<file path="src/rtl/wishbone_arbiter.sv">
// wishbone_arbiter
//   Two-master, one-slave Wishbone arbiter. Master 0 is the CPU data side and
//   master 1 is the instruction side. A master keeps the bus for its whole cyc
//   window. When both masters request at once, the one not granted last wins.
//   There is always at least one idle cycle between two ownerships.
//
// Optional feature (compile-time macro WB_ARB_TIMEOUT_EN):
//   A watchdog that pulses the owner's err for one cycle after TIMEOUT
//   stalled cycles without ack. When the macro is undefined, m0_err_o and
//   m1_err_o are tied to 0.
//
// Parameters:
//   AW      address width
//   DW      data width (sel is DW/8 bits)
//   TIMEOUT stalled cycles before err (watchdog only), 2..65535
//
// Ports:
//   clk, rst                 clock, asynchronous active-low reset
//   m0_*_i / m0_*_o          master 0 request in, response out
//   m1_*_i / m1_*_o          master 1 request in, response out
//   s_*_o / s_data_i/s_ack_i slave request out, slave response in
//   grant_o                  one-hot owner (01 = m0, 10 = m1, 00 = idle)

module wishbone_arbiter #(
  parameter int AW      = 32,
  parameter int DW      = 32,
  parameter int TIMEOUT = 255
) (
  input  logic            clk,
  input  logic            rst,
  input  logic [AW-1:0]   m0_addr_i,
  input  logic [DW-1:0]   m0_data_i,
  input  logic            m0_we_i,
  input  logic [DW/8-1:0] m0_sel_i,
  input  logic            m0_stb_i,
  input  logic            m0_cyc_i,
  output logic [DW-1:0]   m0_data_o,
  output logic            m0_ack_o,
  output logic            m0_err_o,
  input  logic [AW-1:0]   m1_addr_i,
  input  logic [DW-1:0]   m1_data_i,
  input  logic            m1_we_i,
  input  logic [DW/8-1:0] m1_sel_i,
  input  logic            m1_stb_i,
  input  logic            m1_cyc_i,
  output logic [DW-1:0]   m1_data_o,
  output logic            m1_ack_o,
  output logic            m1_err_o,
  output logic [AW-1:0]   s_addr_o,
  output logic [DW-1:0]   s_data_o,
  output logic            s_we_o,
  output logic [DW/8-1:0] s_sel_o,
  output logic            s_stb_o,
  output logic            s_cyc_o,
  input  logic [DW-1:0]   s_data_i,
  input  logic            s_ack_i,
  output logic [1:0]      grant_o
);

  // The state encoding is also the one-hot grant, so grant_o is a plain register copy.
  typedef enum logic [1:0] {
    IDLE = 2'b00,
    OWN0 = 2'b01,
    OWN1 = 2'b10
  } state_t;

  state_t state, state_next;
  logic   last;

  // Reject an out-of-range watchdog length at elaboration.
  if (TIMEOUT < 2 || TIMEOUT > 65535) begin : g_bad_timeout
    $error("wishbone_arbiter: TIMEOUT must be in 2..65535");
  end

  // State register. 'last' records the master granted most recently. It resets
  // to 1 so that master 0 wins the first tie.
  always_ff @(posedge clk or negedge rst) begin
    if (!rst) begin
      state <= IDLE;
      last  <= 1'b1;
    end else begin
      state <= state_next;
      if (state == IDLE && state_next == OWN0) last <= 1'b0;
      if (state == IDLE && state_next == OWN1) last <= 1'b1;
    end
  end

  // Next-state logic. The current owner is never preempted. It keeps the bus
  // until it drops cyc.
  always_comb begin
    state_next = state;
    unique case (state)
      IDLE: begin
        if (m0_cyc_i && m1_cyc_i) state_next = last ? OWN0 : OWN1;
        else if (m0_cyc_i)        state_next = OWN0;
        else if (m1_cyc_i)        state_next = OWN1;
      end
      OWN0:    if (!m0_cyc_i) state_next = IDLE;
      OWN1:    if (!m1_cyc_i) state_next = IDLE;
      default: state_next = IDLE;
    endcase
  end

  // Output routing depends only on the registered state. In IDLE there is no
  // path from any master's cyc to the slave, and a stray slave ack is dropped.
  always_comb begin
    s_addr_o  = '0;
    s_data_o  = '0;
    s_we_o    = 1'b0;
    s_sel_o   = '0;
    s_stb_o   = 1'b0;
    s_cyc_o   = 1'b0;
    m0_data_o = '0;
    m0_ack_o  = 1'b0;
    m1_data_o = '0;
    m1_ack_o  = 1'b0;
    unique case (state)
      OWN0: begin
        s_addr_o  = m0_addr_i;
        s_data_o  = m0_data_i;
        s_we_o    = m0_we_i;
        s_sel_o   = m0_sel_i;
        s_stb_o   = m0_stb_i;
        s_cyc_o   = m0_cyc_i;
        m0_data_o = s_data_i;
        m0_ack_o  = s_ack_i;
      end
      OWN1: begin
        s_addr_o  = m1_addr_i;
        s_data_o  = m1_data_i;
        s_we_o    = m1_we_i;
        s_sel_o   = m1_sel_i;
        s_stb_o   = m1_stb_i;
        s_cyc_o   = m1_cyc_i;
        m1_data_o = s_data_i;
        m1_ack_o  = s_ack_i;
      end
      default: ;
    endcase
  end

  assign grant_o = state;

`ifdef WB_ARB_TIMEOUT_EN
  localparam int CW = $clog2(TIMEOUT + 1);
  localparam logic [CW-1:0] WD_TERM = CW'(TIMEOUT - 1);

  logic [CW-1:0] wd_count;
  logic          wd_hit;

  // A late ack in the terminal cycle takes priority over err.
  assign wd_hit = (state != IDLE) && s_stb_o && !s_ack_i && (wd_count == WD_TERM);

  // The watchdog counts stalled strobe cycles. It restarts on ack, on an idle
  // strobe, on an ownership change, and after each err pulse, so err repeats
  // every TIMEOUT cycles while the slave stays silent.
  always_ff @(posedge clk or negedge rst) begin
    if (!rst) begin
      wd_count <= '0;
    end else if (state_next != state || !s_stb_o || s_ack_i || wd_hit) begin
      wd_count <= '0;
    end else begin
      wd_count <= wd_count + CW'(1);
    end
  end

  assign m0_err_o = wd_hit && (state == OWN0);
  assign m1_err_o = wd_hit && (state == OWN1);
`else
  assign m0_err_o = 1'b0;
  assign m1_err_o = 1'b0;
`endif

endmodule

</file>
<file path="config.mk">
export PLATFORM = sky130hd
export DESIGN_NAME = wishbone_arbiter
export DESIGN_NICKNAME = d
export VERILOG_FILES = /design/src/rtl/wishbone_arbiter.sv
export SDC_FILE = /design/constraint.sdc
export NUM_CORES = 1
export LEC_CHECK = 0
export ABC_AREA = 1
export CORE_AREA = 8 8 119 121
export DETAILED_ROUTE_END_ITERATION = 8
export DIE_AREA = 0 0 127 129
export PLACE_DENSITY_LB_ADDON = 0.05
export RECOVER_POWER = 100
export SETUP_SLACK_MARGIN = 0.2
export SKIP_LAST_GASP = 1
export SLEW_MARGIN = 10
export SYNTH_ARGS = -nofsm -noshare
export SYNTH_HDL_FRONTEND = slang
export SYNTH_SLANG_ARGS = --single-unit
</file>
<file path="constraint.sdc">
create_clock -name clk -period 2 [get_ports clk]
set_input_delay 0.4 -clock clk [delete_from_list [all_inputs] [get_ports clk]]
set_output_delay 0.4 -clock clk [all_outputs]
set_load 0.02 [all_outputs]
</file>
Yosys cells after proc, flatten, opt, wreduce, memory -nomap -nowiden --
Cells that the tools add are included.
Word-level totals: bits in registers 3, latch bits 0, bits in writable memories 0, bits in read-only memories 0, bits of input ports 177, output and inout bits 141, word-level logic and storage cells 30, memories 0
Operators by class: $add $sub $neg 0, $mul 0, div/mod/pow operators 0, $lt $le $gt $ge 0, equality and inequality tests 4, shift-type cells 0, muxes and demuxes 19, bitwise gates (word level) 0, reductions and logical operators 5
Operators with widths (count):
- 32-bit one-hot mux with 2 select lines | 2
- 32-bit 2-to-1 mux | 2
- 2-bit 2-to-1 mux | 6
- 4-bit one-hot mux with 2 select lines | 1
- 1-bit one-hot mux with 2 select lines | 3
- 2-bit one-hot mux with 3 select lines | 1
- 2-bit by 1-bit == test with 1-bit output (second input constant) | 2
- 2-bit == test (second input constant) | 2
- 1-bit 2-to-1 mux | 4
- 1-bit logical AND | 3
- 2-bit logical NOT | 1
- 2-bit nonzero test | 1

Depth between registers and ports, before layout --
Gate-level depths: netlist of run 1.
depth in word-level cells 8, depth in mapped cells 11, depth with buffers taken out 10

Least setup slack after synthesis of run 1 --
OpenSTA, ideal clock, no wires.
path kind reg2out, start point register state[1], in the netlist grant_o[1], end point output s_addr_o[0], arrival time 1.496 ns, data required time 1.600 ns, setup slack 0.104 ns, cell stages (with the launch flop) 8, path buffers 3, cells stage by stage dfrtp_1 inv_1 ha_1 buf_4 buf_6 buf_6 nand2_1 a21oi_1
Between the ends: longest elaborated chain between the ends 2, elaborated cells on any way between the ends 3, those cells by class eq/ne (2); mux (1)
Ends and longest elaborated chain:
- from (decl) | RTL line 67 | state_t state, state_next;
- from (signal assigned) | RTL line 82 | state <= state_next;
- 2-bit == test or 2-bit by 1-bit == test with 1-bit output (tied branches) | RTL line 117 | unique case (state)
- 32-bit one-hot mux with 2 select lines * | RTL line 117
- to (decl) | RTL line 49 | output logic [AW-1:0] s_addr_o,
Every way passes the cells marked *; elsewhere a longest branch is shown, timed or not.

Worst setup path in the final report of run 1 --
start point register state[1], in the netlist grant_o[1], end point output s_data_o[12]
Between the ends: longest elaborated chain between the ends 2, elaborated cells on any way between the ends 3, those cells by class eq/ne (2); mux (1)
Ends and longest elaborated chain:
- 2-bit == test or 2-bit by 1-bit == test with 1-bit output (tied branches) | RTL line 117
- 32-bit one-hot mux with 2 select lines * | RTL line 117
- to (decl) | RTL line 50 | output logic [DW-1:0] s_data_o,
Marks and branches as above.

==> results of run 1 <==
-- synth_stat cells --
cell,n
a21oi_1,71
buf_2,12
buf_4,8
buf_6,6
clkbuf_1,7
conb_1,1
dfrtp_1,2
dfstp_2,1
ha_1,4
inv_1,74
inv_2,1
nand2_1,222
nand2_2,1
nand3_1,3
o21ai_0,1
-- layout make-up --
| class | count | area [µm²] | share of cell area [%] |
|---|---|---|---|
| Sequential cell | 3 | 76.3 | 1.34 |
| Clock buffer | 4 | 78.8 | 1.38 |
| Tap cell | 150 | 188 | 3.29 |
| Inverter | 75 | 284 | 4.98 |
| Timing Repair Buffer | 366 | 3490 | 61.2 |
| Multi-Input combinational cell | 304 | 1590 | 27.8 |
-- stage by stage --
step,power [mW],hold WS (ns),instance area (µm²)
global route,7.93,0.446,5700
detailed placement,6.30,0.473,5400
global placement,6.27,0.469,5400
finish,7.41,0.440,5700
floorplan,3.21,0.104,1910
CTS,6.70,0.374,5350
-- per-layer routing --
layer / track usage, % / wire [µm]
met5: 0 / 0
met4: 2.10 / 70
met3: 4.47 / 1200
met2: 32.0 / 8410
met1: 17.7 / 5950
-- critical path, delay by kind of cell (launching register included) --
kind | cells | cell delay, ns
buffers and inverters | 4 | 0.57
flip-flops | 1 | 0.39
adder cells (fa/ha/maj) | 1 | 0.21
AO/OA/AOI/OAI | 1 | 0.15
AND/OR/NAND/NOR | 1 | 0.05
-- flip-flops by register name, indices dropped and copies added (netlist names) --
signal,count
grant_o,2
last,1
-- worst paths after layout --
kind / endpoint / slack, ns / startpoint
setup reg to reg: last$_DFFE_PN1P_ / 0.34 / grant_o[0]$_DFF_PN0_
setup / recovery: s_data_o[12] / -0.006 / grant_o[1]$_DFF_PN0_
hold / removal: grant_o[1]$_DFF_PN0_ / 0.44 / rst
max in group asynchronous: last$_DFFE_PN1P_ / 1.33 / rst
min in group clk: last$_DFFE_PN1P_ / 0.48 / last$_DFFE_PN1P_
hold reg to reg: last$_DFFE_PN1P_ / 0.48 / last$_DFFE_PN1P_
-- what timing repair did --
| item | CTS | global route |
|---|---|---|
| hold endpoints to repair | 0 | 0 |
| buffers inserted | 8 | 5 |
| setup endpoints to repair | 137 | 139 |
| gates cloned | 3 | 5 |
| gates resized for setup | 564 | 203 |
| hold buffers | 0 | 0 |
| pin swaps | 3 | 24 |
-- power groups by stage --
stage	Sequential (mW)	Combinational, mW	Clock, mW
global placement	0.121	6.15	0
floorplan	0.153	3.06	0
detailed placement	0.124	6.18	0
finish	0.128	6.96	0.320
CTS	0.128	6.25	0.327
global route	0.134	7.46	0.337
-- cell families (layout without fill, tap and decap cells) --
kind of cell	after synthesis	in the layout	synth area share [%]
AO/OA/AOI/OAI	72	72	19.6
adder cells (fa/ha/maj)	4	4	2.72
buffers and inverters	108	445	26.9
flip-flops	3	3	4.15
other	1	2	0.204
AND/OR/NAND/NOR	226	226	46.4
==> summary.txt, run 1 <==
Timing
  – Max Fclk: 498 MHz
  – Worst setup margin: -0.00641 ns
  – Min Tclk post-route: 2.01 ns
  – Skew final: 0.000690 ns
  – Fin. max-slew vios: 0
  – RSZ-0062 raised after global routing: true
  – Final setup TNS: -0.0134 ns
  – Fin crit share: 100%
  – # setup viols final: 3
  – Fin. Hold Viols: 0

Detailed routing
  – DRT iter0 DRCs: 114
  – DR vias/cell: 4.14
  – DRT antenna net count: 0
  – Vias: 3738
  – Final wirelength: 15.6 mm
  – DRC Markers: 0
  – First drt pass iteration count: 4
  – WL/cell: 17.3 µm

Clocking
  – Sink Count: 3
  – Clk root buf: clkbuf_16
  – Clock transition at path regs: 0.03 ns
  – CTS buffer count: 3
  – CTS tree: done
  – CTS max path bufs: 2
  – Worst-skew pair later-pin latency: 0.22 ns
  – H-tree Lvls: 1

Synthesis
  – Flops & latches, synth: 3
  – Post-synth top area cell: nand2_1
  – Synth area leaders: nand2_1 (45%), a21oi_1 (19%), inv_1 (15%), buf_6 (3.7%), buf_2 (3.3%)
  – Count of cell types in the netlist: 15
  – Yosys warns: 0
  – Mapped Area: 1840 µm²
  – Post-synth top area share: 45.3%
  – Seq/Total Area, Yosys: 4.15%
  – Post-synthesis cell count: 414
  – Syn avg cell area: 4.45 µm²

Finish
  – Most frequent cells in the layout: nand2_1 (207), clkdlybuf4s50_1 (175), buf_4 (86)
  – Util after Layout: 46.3%
  – Non-Filler Instances: 902
  – Commonest non-fill, non-tap cell in the layout: nand2_1
  – Filler instances: 1285
  – Share of cells above drive strength 1: 35.4%
  – Final net count: 934
  – # diodes: 0
  – Area growth syn-to-layout: 210%

Global route
  – Initial antenna violation count: 0
  – Remaining global-route overflow: 0
  – Vias in the first global route: 3669
  – First-pass GRT wire length: 21.3 mm
  – Pin count of the biggest net entering global routing: 26
  – GRT Util Overall: 16.5%

Placed design
  – Place WS: -0.259 ns
  – # port buffers: 315
  – HPWL Detailed: 12.3 mm
  – Placed cells: 877
  – Final estimated routing congestion in global placement: 0.826

Setup path
  – Crit start category: flop
  – Critical path data required time: 1.60 ns
  – Most Frequent Cell on Critical Path: buf_6
  – R2R depth: 13
  – Crit Path Category: flop to primary output
  – Arr. time, crit path: 1.61 ns
  – CP Max Fanout: 5
  – Worst Setup End Kind: primary output
  – Crit-path cells: buf_6 -> ha_4 -> buf_8 -> clkbuf_16 -> nand2_4 -> a21oi_2 -> buf_6
  – Max incr delay on CP: 0.39 ns
  – CP max stage cell: dfrtp_1

Power
  – Leakage: 2.96 nW
  – P_sw: 3.95 mW
  – Comb power frac: 93.9%
  – Cell Int Power: 3.47 mW
  – Pwr/cell area: 1300 nW/µm²
  – Flop pwr share: 1.7%
  – Clock power share: 4.3%
  – Maximum VDD drop: 0.615 mV
  – Sw frac: 53.2%

Floorplanning
  – I/O Pins: 318
  – Die W: 127 µm
  – Starting density of the core: 14.9%
  – Std-Cell Core Area: 12300 µm²
  – Die ar.: 16400 µm²
  – Die Height: 129 µm
  – # rows: 41

Outcome
  – Failing checks: setup timing
  – Status: finished with violations

Job
  – Max Cap Viol: 0

Hold path
  – Worst hold path type: input pin to async pin
No activity file was read; power rests on OpenSTA's default activity.
==> run 2, diff against run 1 <==
Settings changed: CORE_AREA 8 8 119 121 to 8 8 116 118, CTS_CLUSTER_SIZE set to 20, DIE_AREA 0 0 127 129 to 0 0 124 126.
Clock period 2 ns to 2.55 ns, I/O delays scaled along.
==> summary.txt, run 2 (synthesis results as in run 1) <==
Floorplanning
  – I/O Pins: 318
  – Die Height: 126 µm
  – Starting density of the core: 15.7%
  – Std-Cell Core Area: 11700 µm²
  – Die W: 124 µm
  – Die ar.: 15600 µm²
  – # rows: 40

Setup path
  – CP max stage cell: dfrtp_1
  – Crit Path Category: flop to primary output
  – Worst reg2reg endpoint: last$_DFFE_PN1P_
  – Crit start category: flop
  – Max incr delay on CP: 0.37 ns
  – Worst Setup SP: grant_o[0]$_DFF_PN0_
  – CP Max Fanout: 19
  – Critical Path Stages: 7
  – RR Startpoint: grant_o[1]$_DFF_PN0_
  – R2R depth: 11
  – Crit-path cells: inv_1 -> ha_1 -> inv_4 -> clkbuf_4 -> bufbuf_16 -> a21oi_1 -> clkbuf_1
  – Arr. time, crit path: 1.89 ns
  – Critical path buffers and inverters: 5
  – CP Capture Point: s_addr_o[5]
  – Worst reg2reg setup slack: 0.98 ns
  – Worst Setup End Kind: primary output
  – Critical path data required time: 2.04 ns
  – CP delay by family, top: buffers and inverters

Global route
  – Initial antenna violation count: 0
  – First-pass GRT wire length: 20.1 mm
  – Pin count of the biggest net entering global routing: 39
  – GRT Util Overall: 16.4%
  – Vias in the first global route: 3574
  – Met2 GRT Util: 32.3%
  – Met3 usage: 5.59%
  – Remaining global-route overflow: 0
  – Met1 usage: 15.8%
  – GR peak layer: met2

Detailed routing
  – First drt pass iteration count: 4
  – WL/cell: 16.2 µm
  – Vias: 3570
  – DRT antenna net count: 0
  – DRT iter0 DRCs: 111
  – DR vias/cell: 4.11
  – Final wirelength: 14.1 mm
  – DRC Markers: 0

Clocking
  – Clock transition at path regs: 0.03 ns
  – CTS max path bufs: 2
  – Clk root buf: clkbuf_16
  – CTS tree: done
  – Sink Count: 3
  – Worst-skew pair later-pin latency: 0.22 ns
  – CTS buffer count: 3
  – H-tree Lvls: 1

Timing
  – # setup viols final: 0
  – RSZ-0062 raised after global routing: true
  – Skew final: 0.000997 ns
  – Fin. Hold Viols: 0
  – Fin. max-slew vios: 0
  – Final setup TNS: 0 ns
  – Fin crit share: 94.3%
  – Max Fclk: 416 MHz
  – Min Tclk post-route: 2.40 ns

Outcome
  – Status: completed

Finish
  – Util after Layout: 43.8%
  – Share of cells above drive strength 1: 6.66%
  – Area growth syn-to-layout: 179%
  – # diodes: 0
  – Most frequent cells in the layout: nand2_1 (223), clkdlybuf4s50_1 (176), dlygate4sd2_1 (84)
  – Final net count: 903
  – Filler instances: 1269
  – Commonest non-fill, non-tap cell in the layout: nand2_1
  – Finished Cell Area: 5130 µm²
  – Max reg flops: 2

Power
  – Maximum VDD drop: 0.482 mV
  – Pwr/cell area: 909 nW/µm²
  – Total Power: 4.66 mW
  – Leakage: 2.81 nW

Job
  – Max Cap Viol: 0

Placed design
  – Cell Area, Placed: 5170 µm²
  – # port buffers: 315
  – HPWL Detailed: 11.4 mm
  – Final estimated routing congestion in global placement: 0.793

Hold path
  – Worst hold path type: flop to flop
-- run 2: power breakdown --
part           switching [mW]  internal (mW)  total [mW]
sequential             0.0177         0.0785      0.0962
combinational            2.56           1.76        4.32
clock                  0.0440          0.206       0.250
-- run 2: worst min path at each step --
stage                      from                    to  cells after the start
6_report       last$_DFFE_PN1P_      last$_DFFE_PN1P_                      2
5_1_grt        last$_DFFE_PN1P_      last$_DFFE_PN1P_                      2
4_1_cts                     rst  grant_o[1]$_DFF_PN0_                      1
3_5_place_dp   last$_DFFE_PN1P_      last$_DFFE_PN1P_                      2
3_3_place_gp   last$_DFFE_PN1P_      last$_DFFE_PN1P_                      2
2_1_floorplan               rst  grant_o[0]$_DFF_PN0_                      0
-- run 2: metal layers --
layer / routed length [µm] / up-vias / part of all wire, %
met5: 0 / - / 0
met4: 131 / 0 / 0.93
met3: 1560 / 9 / 11
met2: 7320 / 188 / 52
met1: 5080 / 1546 / 36
li1: - / 1827 / -
-- run 2: repair_timing --
item	CTS	global route
hold buffers	0	0
setup buffers	5	0
resized for setup	215	58
setup endpoints to repair	137	68
gates cloned	3	0
-- run 2: final cells by class --
cell class                      instances  area (µm²)  area share, %
Clock buffer                            4        78.8           1.54
Inverter                               75         284           5.54
Multi-Input combinational cell        304        1310           25.6
Sequential cell                         3        76.3           1.49
Tap cell                              147         184           3.59
Timing Repair Buffer                  335        3190           62.3
-- run 2: tightest hold or removal path: stages (launching register included) --
cell	delay, ns
dfstp_2	0.37
nand2_1	0.06
nand2_1	0.05
-- run 2: metrics by stage --
step | cells | hold WS, ns | setup slack, ns
finish | 868 | 0.492 | 0.146
global route | 868 | 0.506 | 0.0900
CTS | 868 | 0.474 | 0.163
detailed placement | 856 | 0.489 | 0.102
global placement | 856 | 0.474 | 0.0976
floorplan | 415 | 0.214 | 0.544
==> run 3, diff against run 2 <==
Settings changed: TNS_END_PERCENT set to 5.
==> summary.txt, run 3 (synthesis results as in run 1) <==
Timing
  – Max Fclk: 383 MHz
  – Fin crit share: 102%
  – Fin. Hold Viols: 0
  – Skew final: 0.000938 ns
  – RSZ-0062 raised after global routing: true
  – # setup viols final: 7
  – Fin. max-slew vios: 0
  – Final setup TNS: -0.324 ns
  – Min Tclk post-route: 2.61 ns
  – Worst setup margin: -0.0615 ns

Setup path
  – CP max stage cell: clkdlybuf4s50_1
  – CP Max Fanout: 24
  – Max incr delay on CP: 0.63 ns
  – CP delay by family, top: buffers and inverters
  – Arr. time, crit path: 2.10 ns
  – Worst Setup End Kind: primary output
  – Crit-path cells: inv_1 -> ha_1 -> inv_4 -> buf_12 -> a21oi_1 -> clkdlybuf4s50_1
  – Critical path data required time: 2.04 ns
  – Crit start category: flop
  – Crit Path Category: flop to primary output
  – Critical path buffers and inverters: 4

Outcome
  – Status: finished with violations
  – Failing checks: setup timing

Floorplanning
  – Die ar.: 15600 µm²
  – Die Height: 126 µm
  – # rows: 40
  – Die W: 124 µm
  – I/O Pins: 318
  – Std-Cell Core Area: 11700 µm²
  – Starting density of the core: 15.7%

Global route
  – GRT Util Overall: 15.8%
  – First-pass GRT wire length: 19.5 mm
  – Vias in the first global route: 3507
  – Initial antenna violation count: 0
  – Pin count of the biggest net entering global routing: 47
  – Remaining global-route overflow: 0

Finish
  – Most frequent cells in the layout: clkdlybuf4s50_1 (236), nand2_1 (222), inv_1 (74)
  – Area growth syn-to-layout: 180%
  – Final net count: 897
  – Commonest non-fill, non-tap cell in the layout: clkdlybuf4s50_1
  – Max reg flops: 2
  – Share of cells above drive strength 1: 3.08%
  – Filler instances: 1229
  – # diodes: 0
  – Util after Layout: 44.0%
  – Non-Filler Instances: 862

Detailed routing
  – Met2 Routed Length: 7.10 mm
  – Final wirelength: 13.6 mm
  – DR vias/cell: 4.06
  – Top Layer Used: met4
  – DRC Markers: 0
  – First drt pass iteration count: 4
  – Met1 WL: 4.80 mm
  – Met3 routed WL: 1.63 mm
  – WL/cell: 15.8 µm
  – DRT antenna net count: 0
  – DRT iter0 DRCs: 123
  – Vias: 3501

Hold path
  – Worst hold path type: flop to flop

Clocking
  – Clk root buf: clkbuf_16
  – H-tree Lvls: 1
  – Hold_buf cts: 0
  – Sink Count: 3
  – Worst-skew pair later-pin latency: 0.22 ns
  – CTS tree: done
  – CTS max path bufs: 2
  – Clock transition at path regs: 0.03 ns
  – CTS buffer count: 3

Placed design
  – # port buffers: 315
  – Final estimated routing congestion in global placement: 0.793
  – Placed cells: 856
  – Place WS: 0.102 ns
  – HPWL Detailed: 11.4 mm

Power
  – Pwr/cell area: 872 nW/µm²
  – Maximum VDD drop: 0.617 mV
  – Leakage: 2.68 nW

Job
  – Max Cap Viol: 0
run 3: cell types whose count changed in the layout (fill, tap and decap cells not counted), sizes merged:
| cell | before | now |
|---|---|---|
| clkdlybuf4s50 | 176 | 236 |
| clkbuf | 30 | 10 |
| dlygate4sd2 | 84 | 52 |
| dlygate4sd3 | 3 | 21 |
| buf | 27 | 13 |
| clkdlybuf4s25 | 3 | 0 |
| dlymetal6s2s | 0 | 1 |
| bufbuf | 3 | 0 |
| clkdlybuf4s15 | 13 | 0 |
run 3: path summary, 6_finish.rpt:
kind	from	end	slack (ns)	depth (start not counted)
setup / recovery	grant_o[0]$_DFF_PN0_	s_addr_o[15]	-0.06	6
hold / removal	last$_DFFE_PN1P_	last$_DFFE_PN1P_	0.49	2
setup reg to reg	grant_o[0]$_DFF_PN0_	last$_DFFE_PN1P_	1.04	11
hold reg to reg	last$_DFFE_PN1P_	last$_DFFE_PN1P_	0.49	2
max in group asynchronous	rst	last$_DFFE_PN1P_	1.79	1
min in group asynchronous	rst	grant_o[1]$_DFF_PN0_	0.54	1
run 3: what timing repair did:
| item | CTS | global route |
|---|---|---|
| pin swaps | 0 | 0 |
| setup buffers | 0 | 2 |
| setup endpoints to repair | 137 | 137 |
| resized for setup | 53 | 6 |
run 3: where the power goes:
group          switching [mW]  internal, mW  total (mW)  leakage [nW]
combinational            2.47          1.68        4.15          2.61
clock                  0.0440         0.206       0.250        0.0382
sequential             0.0226        0.0784       0.101        0.0362
total                    2.54          1.96        4.50          2.68
run 3: per-stage QoR:
step                hold slack (ns)  instance area, µm²  total power [mW]
finish                        0.492                5160              4.50
global route                  0.506                5160              4.86
CTS                           0.474                5190              4.66
detailed placement            0.489                5170              4.58
global placement              0.474                5170              4.58
floorplan                     0.214                1840              2.41
run 3: metal layers:
| metal | vias up | GRT usage [%] |
|---|---|---|
| met5 | - | 0 |
| met1 | 1494 | 15.0 |
| met3 | 7 | 5.63 |
| met4 | 0 | 2.45 |
| li1 | 1814 | - |
| met2 | 186 | 31.4 |
run 3: layout make-up:
class	instances	area, µm²	area share (%)
clock buffers	4	78.8	1.53
multi-input cells	304	1300	25.2
repair buffers	329	3240	62.8
flip-flops and latches	3	76.3	1.48
well taps	147	184	3.57
inverters	75	284	5.51
run 3: tightest hold or removal path: cells and delay by family (launching register included):
family	cells	cell delay, ns
DFF	1	0.37
and+or+nand+nor	2	0.11
